File: src/rtl/uart_rx_ovs.sv
// Oversampling UART receiver: 8 data bits LSB first, one parity bit, one stop bit.
// Define UART_RX_MAJORITY_EN for 2-of-3 majority voting around each bit centre.
module uart_rx_ovs #(
  parameter int OVS        = 16,
  parameter bit PARITY_ODD = 1'b0
) (
  input  logic       CLK,
  input  logic       CLR,
  input  logic       BAUD_TICK,
  input  logic       Rx,
  input  logic       CLR_Rec,
  output logic [7:0] Data_Rx,
  output logic       Data_Ready,
  output logic       parity_err,
  output logic       frame_err,
  output logic       overrun
);

  localparam int CW = $clog2(OVS);
  localparam logic [CW-1:0] CNT_ZERO = {CW{1'b0}};
  localparam logic [CW-1:0] CNT_ONE  = {{(CW-1){1'b0}}, 1'b1};
  localparam logic [CW-1:0] CNT_MID  = CW'(OVS/2);
  localparam logic [CW-1:0] CNT_LAST = CW'(OVS-1);
`ifdef UART_RX_MAJORITY_EN
  localparam logic [CW-1:0] CNT_PRE  = CW'(OVS/2-1);
  localparam logic [CW-1:0] CNT_SAMP = CW'(OVS/2+1);
`else
  localparam logic [CW-1:0] CNT_SAMP = CNT_MID;
`endif

  typedef enum logic [2:0] {IDLE, START, DATA, PARITY, STOP} state_t;

  // Nonzero result means the frame's parity does not match the configured sense.
  function automatic logic parity_calc(input logic [7:0] d, input logic p, input logic odd);
    return (^d) ^ p ^ odd;
  endfunction

  state_t      state_r, state_s;
  logic [CW-1:0] cnt_r, cnt_s;
  logic [2:0]  bit_idx_r, bit_idx_s;
  logic [7:0]  shift_r, shift_s;
  logic        par_r, par_s;
  logic        stop_r, stop_s;
  logic        done_r, done_s;
  logic        rx_meta_r, rx_sync_r, prev_r;
  logic        bit_s, wrap_s, samp_s;

  // Two-flop synchronizer for the asynchronous serial line.
  always_ff @(posedge CLK or posedge CLR) begin
    if (CLR) begin
      rx_meta_r <= 1'b1;
      rx_sync_r <= 1'b1;
    end else begin
      rx_meta_r <= Rx;
      rx_sync_r <= rx_meta_r;
    end
  end

`ifdef UART_RX_MAJORITY_EN
  logic samp_a_r, samp_b_r;

  // Early samples for the majority vote, taken just before and at the bit centre.
  always_ff @(posedge CLK or posedge CLR) begin
    if (CLR) begin
      samp_a_r <= 1'b1;
      samp_b_r <= 1'b1;
    end else if (BAUD_TICK && (cnt_r == CNT_PRE)) begin
      samp_a_r <= rx_sync_r;
      samp_b_r <= samp_b_r;
    end else if (BAUD_TICK && (cnt_r == CNT_MID)) begin
      samp_a_r <= samp_a_r;
      samp_b_r <= rx_sync_r;
    end else begin
      samp_a_r <= samp_a_r;
      samp_b_r <= samp_b_r;
    end
  end

  assign bit_s = (samp_a_r & samp_b_r) | (samp_a_r & rx_sync_r) | (samp_b_r & rx_sync_r);
`else
  assign bit_s = rx_sync_r;
`endif

  assign wrap_s = (cnt_r == CNT_LAST);
  assign samp_s = (cnt_r == CNT_SAMP);

  // Frame FSM next-state: moves only on baud ticks.
  always_comb begin
    state_s   = state_r;
    cnt_s     = cnt_r;
    bit_idx_s = bit_idx_r;
    shift_s   = shift_r;
    par_s     = par_r;
    stop_s    = stop_r;
    done_s    = 1'b0;
    if (BAUD_TICK) begin
      if (wrap_s) begin
        cnt_s = CNT_ZERO;
      end else begin
        cnt_s = cnt_r + CNT_ONE;
      end
      case (state_r)
        IDLE: begin
          cnt_s = CNT_ZERO;
          if (!rx_sync_r && prev_r) begin
            state_s = START;
          end else begin
            state_s = IDLE;
          end
        end
        START: begin
          if (samp_s && bit_s) begin
            state_s = IDLE;
            cnt_s   = CNT_ZERO;
          end else if (wrap_s) begin
            state_s   = DATA;
            bit_idx_s = 3'd0;
          end else begin
            state_s = START;
          end
        end
        DATA: begin
          if (samp_s) begin
            shift_s = {bit_s, shift_r[7:1]};
          end else begin
            shift_s = shift_r;
          end
          if (wrap_s && (bit_idx_r == 3'd7)) begin
            state_s = PARITY;
          end else if (wrap_s) begin
            bit_idx_s = bit_idx_r + 3'd1;
          end else begin
            state_s = DATA;
          end
        end
        PARITY: begin
          if (samp_s) begin
            par_s = bit_s;
          end else begin
            par_s = par_r;
          end
          if (wrap_s) begin
            state_s = STOP;
          end else begin
            state_s = PARITY;
          end
        end
        STOP: begin
          // Leave at mid-stop so a back-to-back start edge is not missed.
          if (samp_s) begin
            state_s = IDLE;
            cnt_s   = CNT_ZERO;
            stop_s  = bit_s;
            done_s  = 1'b1;
          end else begin
            state_s = STOP;
          end
        end
        default: begin
          state_s = IDLE;
          cnt_s   = CNT_ZERO;
        end
      endcase
    end else begin
      state_s = state_r;
    end
  end

  // Frame FSM state, counters and previous-tick line sample.
  always_ff @(posedge CLK or posedge CLR) begin
    if (CLR) begin
      state_r   <= IDLE;
      cnt_r     <= CNT_ZERO;
      bit_idx_r <= 3'd0;
      shift_r   <= 8'h00;
      par_r     <= 1'b0;
      stop_r    <= 1'b1;
      done_r    <= 1'b0;
      prev_r    <= 1'b1;
    end else begin
      state_r   <= state_s;
      cnt_r     <= cnt_s;
      bit_idx_r <= bit_idx_s;
      shift_r   <= shift_s;
      par_r     <= par_s;
      stop_r    <= stop_s;
      done_r    <= done_s;
      prev_r    <= BAUD_TICK ? rx_sync_r : prev_r;
    end
  end

  // Result and status registers; a completing frame takes priority over CLR_Rec.
  always_ff @(posedge CLK or posedge CLR) begin
    if (CLR) begin
      Data_Rx    <= 8'h00;
      Data_Ready <= 1'b0;
      parity_err <= 1'b0;
      frame_err  <= 1'b0;
      overrun    <= 1'b0;
    end else if (done_r) begin
      Data_Rx    <= shift_r;
      Data_Ready <= 1'b1;
      parity_err <= parity_calc(shift_r, par_r, PARITY_ODD);
      frame_err  <= ~stop_r;
      overrun    <= Data_Ready & ~CLR_Rec;
    end else if (CLR_Rec) begin
      Data_Ready <= 1'b0;
      parity_err <= 1'b0;
      frame_err  <= 1'b0;
      overrun    <= 1'b0;
    end else begin
      Data_Ready <= Data_Ready;
    end
  end

endmodule

File: config.mk
export PLATFORM = sky130hd
export DESIGN_NAME = uart_rx_ovs
export DESIGN_NICKNAME = d
export VERILOG_FILES = /design/src/rtl/uart_rx_ovs.sv
export SDC_FILE = /design/constraint.sdc
export NUM_CORES = 1
export LEC_CHECK = 0
export CAP_MARGIN = 20
export CORE_MARGIN = 5
export CORE_UTILIZATION = 56
export DETAILED_ROUTE_END_ITERATION = 10
export HOLD_SLACK_MARGIN = 0.08
export PLACE_DENSITY = 0.88
export SYNTH_ARGS = -nofsm -noshare
export SYNTH_HDL_FRONTEND = slang
export SYNTH_SLANG_ARGS = --single-unit
File: constraint.sdc
create_clock -name CLK -period 2.1 [get_ports CLK]
set_input_delay 0.525 -clock CLK [delete_from_list [all_inputs] [get_ports CLK]]
set_output_delay 0.525 -clock CLK [all_outputs]
set_load 0.01 [all_outputs]
### Yosys cells after proc, flatten, opt, wreduce, memory -nomap -nowiden

Cells that the tools add are included.
W data, S select, Z words.

* bits in registers: 36
* word-level logic and storage cells: 72
* input bits: 5
* output and inout port bits: 12

* reductions and logical operators: 14
* add/subtract/negate cells: 2
* eq/ne operators: 12
* bitwise operators: 4
* muxes and demuxes: 25

Operators by type and width (number)
* $mux W3: 8
* $pmux W3 S5: 1
* $mux W4: 3
* $pmux W4 S3: 1
* $mux W1: 9
* $reduce_and A3 Y1: 3
* $eq A4 B4 Y1 const B: 2
* $ne A2 B2 Y1 const B: 4
* $reduce_xor A8 Y1: 1
* $eq A3 B2 Y1 const B: 2
* $eq A3 B3 Y1 const B: 2
* $pmux W3 S2: 1
* $reduce_and A6 Y1: 1
* $add A4 B1 Y4 const B: 1
* $mux W2: 2
* $reduce_bool A2 Y1: 2
* $add A3 B1 Y3 const B: 1
* $eq A3 B1 Y1 const B: 1
* $logic_and A1 B1 Y1: 3
* $logic_not A3 Y1: 1
* $ne A3 B3 Y1 const B: 1
* $not A1 Y1: 2
* $reduce_and A2 Y1: 1
* $reduce_or A2 Y1: 1
* 3 further kinds: 3

### Logic depth before layout (Yosys ltp)

Gate-level depths: netlist of the first run.

* depth after elaboration: 4
* depth in mapped cells: 6
* depth with buffers taken out: 6

### Worst setup path after synthesis of the first run

OpenSTA, ideal clock, no wires.

* kind: reg-to-reg
* start: register bit_idx_r[0]
* end: register bit_idx_r[0]
* library setup time: 0.125 ns
* setup slack: 0.331 ns
* clock period less this slack: 1.769 ns
* cell stages (with the launch flop): 7
* required time: 1.975 ns
* arrival: 1.644 ns
* path buffers: 0
* path through: dfrtp_1 ha_1 ha_1 nor2_4 a22oi_2 nor4b_4 mux2_4

* word-level cells in the longest chain between the ends: 4
* elaborated cells between the ends (all ways): 8
* classes of those cells: 1 x add/sub; 2 x eq/ne; 3 x mux; 2 x reduce/logical

Ends and longest elaborated chain
* start, declared: RTL line 40 `logic [2:0] bit_idx_r, bit_idx_s;`
* start signal, assigned: RTL line 183 `bit_idx_r <= bit_idx_s;`
* $add A3 B1 Y3 / $eq A3 B3 Y1 (equally long branches): RTL line 131, 128
* $mux W3 / $logic_and A1 B1 Y1 (equally long branches): RTL line 130, 128
* $mux W3 / $ne A2 B2 Y1 (equally long branches)
* $pmux W3 S2 / $reduce_and A6 Y1 (equally long branches)

Several ways; a longest one is shown, not always the timed one. The select of a mux whose other input is x is not followed.
A chain may end at the register's enable or synchronous reset.

### Worst setup path in the final report of the first run

Same ends and word-level chain as after synthesis.

==> results of run 1 <==
-- metrics by stage --
stage                     instance area, um^2  power [mW]
final                                    2110        2.12
after global routing                     2110        2.28
after CTS                                2110        2.14
after detailed placement                 2050        1.73
after global placement                   2050        1.67
after floorplan                          1850        1.59
-- where the power goes --
part           internal [mW]  leakage (nW)  switching (mW)
sequential             0.809         0.461           0.148
clock                  0.190        0.0374           0.220
combinational          0.390         0.474           0.366
total                   1.39         0.972           0.734
-- cells by family after synthesis --
logic type	after synthesis
AO/OA/AOI/OAI	22
XOR/XNOR	7
adder cells (fa/ha/maj)	4
buffers and inverters	17
flip-flops	36
multiplexers	23
AND/OR/NAND/NOR	38
-- cell usage after synthesis, types with 2 or more instances --
cell / number
nand2_1: 7
a21oi_1: 2
ha_1: 4
o211ai_1: 2
dfstp_2: 4
mux2_4: 9
mux2i_1: 3
buf_4: 2
o22ai_1: 4
or3b_4: 2
nor2_1: 9
dfrtp_1: 32
and2b_1: 2
mux2_1: 11
xnor2_1: 5
nand3_1: 3
buf_1: 2
inv_1: 10
and3_1: 3
o21ai_1: 7
-- worst paths after layout --
path                       slack (ns)  cells after the start                  endpoint                startpoint
setup / recovery                 0.27                      6  bit_idx_r[0]$_DFFE_PP0P_  bit_idx_r[0]$_DFFE_PP0P_
hold / removal                   0.36                      0           bit_s$_DFF_PP1_       rx_meta_r$_DFF_PP1_
setup reg to reg                 0.27                      6  bit_idx_r[0]$_DFFE_PP0P_  bit_idx_r[0]$_DFFE_PP0P_
hold reg to reg                  0.36                      0           bit_s$_DFF_PP1_       rx_meta_r$_DFF_PP1_
max in group asynchronous        1.18                      3        stop_r$_DFFE_PP1P_                       CLR
min in group asynchronous        0.58                      3    Data_Rx[7]$_DFFE_PP0P_                       CLR
-- layer usage --
metal | wire, um | global-route usage, % | vias to the layer above
li1 | - | - | 558
met1 | 1360 | 19.0 | 588
met2 | 1650 | 27.8 | 24
met3 | 114 | 5.66 | 7
met4 | 71 | 8.61 | 0
met5 | 0 | 0 | -
-- sequential cells by signal (all words and copies together) (netlist names), 3 cells and up --
signal and count:
Data_Rx 8, bit_idx_r 3, cnt_r 4, shift_r 8, state_r 3
-- cell type report --
cell class / count / area, um^2
Clock buffer: 7 / 65.1
Fill cell: 239 / 988
Inverter: 11 / 41.3
Multi-Input combinational cell: 94 / 865
Sequential cell: 36 / 906
Tap cell: 44 / 55.1
Timing Repair Buffer: 19 / 183
-- critical path, delay by kind of cell (launching register included) --
kind | cells | cell delay, ns
DFF | 1 | 0.41
muxes | 1 | 0.32
and+or+nand+nor | 2 | 0.43
adders and majority gates | 2 | 0.45
AOI/OAI and AO/OA | 1 | 0.10
==> results_dict.tcl, run 1 <==
set metrics [dict create \
    grt_max_degree 37 \
    die-area_um2 4550 \
    io_pins 17 \
    ys_warn_count 0 \
    gr-total-overflow 0 \
    hold_path.class "flip-flop to flip-flop" \
    start_util_pct 59.6 \
    fin_hold_ws_ns 0.364 \
    synth_edf_count 0 \
    pre_cts_ws_ns 0.108 \
    wl_um 3190 \
    routabilityCongestion 0.907 \
    clock_sinks 36 \
    nets 176 \
    avgRoutedWirePerCell_um 15.1 \
    final_core_util_pct 68.1 \
    vias 1177 \
    cts-hold-fix-buffers 0 \
    clk_latency_ns 0.34 \
    crit_slowest_cell "dfrtp_1" \
    synthTopCellsByArea "dfrtp_1, mux2_4, mux2_1, dfstp_2, ha_1" \
    die_h_um 67.5 \
    rsz0062_at_grt "no" \
    path_max_fanout 3 \
    portBuffers 16 \
    grtUsageTotal_pct 16.7 \
    syn_avg_cell_area_um2 12.6 \
    synth_top_family_by_area "multiplexers" \
    cp_common_cell "ha_1" \
    yosysSeqAreaShare_pct 49.0 \
    drv_cap 0 \
    muxShareOfSynthArea_pct 15.6 \
    cts-root-buf "clkbuf_4" \
    synthAdderAreaFrac_pct 2.70 \
    detail-route-antenna-nets 0 \
    power_density_nw_per_um2 1000 \
    drtPass1Iterations 4 \
    slew_headroom_pct 67.8 \
    num_rows 20 \
    peakVddDrop_mv 0.667 \
    layout_common_cells "dfrtp_1, clkdlybuf4s50_1, mux2_1" \
    tightest_slew_ns 0.482 \
    synth_top_cell_by_area "dfrtp_1" \
    yosys.area_share.simple_pct 15.1 \
    path_class "flip-flop to flip-flop" \
    final_common_cell "dfrtp_1" \
    htreeDepth 2 \
    path_clk_slew_ns 0.10 \
    fin_crit_sh_pct 87.1 \
    synth_nets 156 \
    synth_cell_types 44 \
    crit_chain "ha_1 > ha_1 > nor2_4 > a22oi_2 > nor4b_4 > mux2_4" \
    synth_top_cell_area_share_pct 43.3 \
    n_antenna_cell 0 \
    clk_path_buf_depth 2 \
    hpwl_um 2360 \
    drv_slew 0 \
    outcome "complete, no violations" \
    drive_above_1_share_pct 22.2 \
    crit_arrival_ns 2.06 \
    synth_area_um2 1850 \
    post_cts_buffers 0 \
    setup_tns_ns 0 \
    cts_resized 0 \
    grt_pass1_vias 1212 \
    postSynth.asyncResetShare_pct 100 \
    cp_slowest_stage_delay_ns 0.41 \
    grt_pass1_wl_um 5520 \
    required_ns 2.33 \
    ys_ff_latch 36 \
    hold_viol 0 \
    via_per_inst 5.58 \
    place_inst 204 \
    drtIter0Drc 45 \
    fmax_ghz 0.547 \
    period_needed_ns 1.83 \
    fin_ws_ns 0.271 \
    areaGrowthSynthToFinish_pct 14.3 \
    synthCells 147 \
    synth-xor-area-share_pct 4.06 \
    drc_errors 0 \
    cts_tree "done" \
    antenna_found_initial 0 \
    fin_skew_ns 0.00820 \
    die_w_um 67.5 \
    finalSetupViolations 0 \
    synth-compound-area-share_pct 9.26 \
    core_area_um2 3100 \
    cp-end-kind "flip-flop" \
    layout.cells.non_filler 211 \
    ys.flop_type "dfrtp_1" \
    cp-start-kind "flip-flop" \
    numCtsBuffers 5 \
    leakage_nw 0.972 \
]
Power figures use the tool's default switching activity.
==> run 2: changes to the inputs <==
Settings changed: GPL_ROUTABILITY_DRIVEN set to 0.
==> results of run 2 <==
No change in the layout: final DEF, timing and power equal those of run 1.
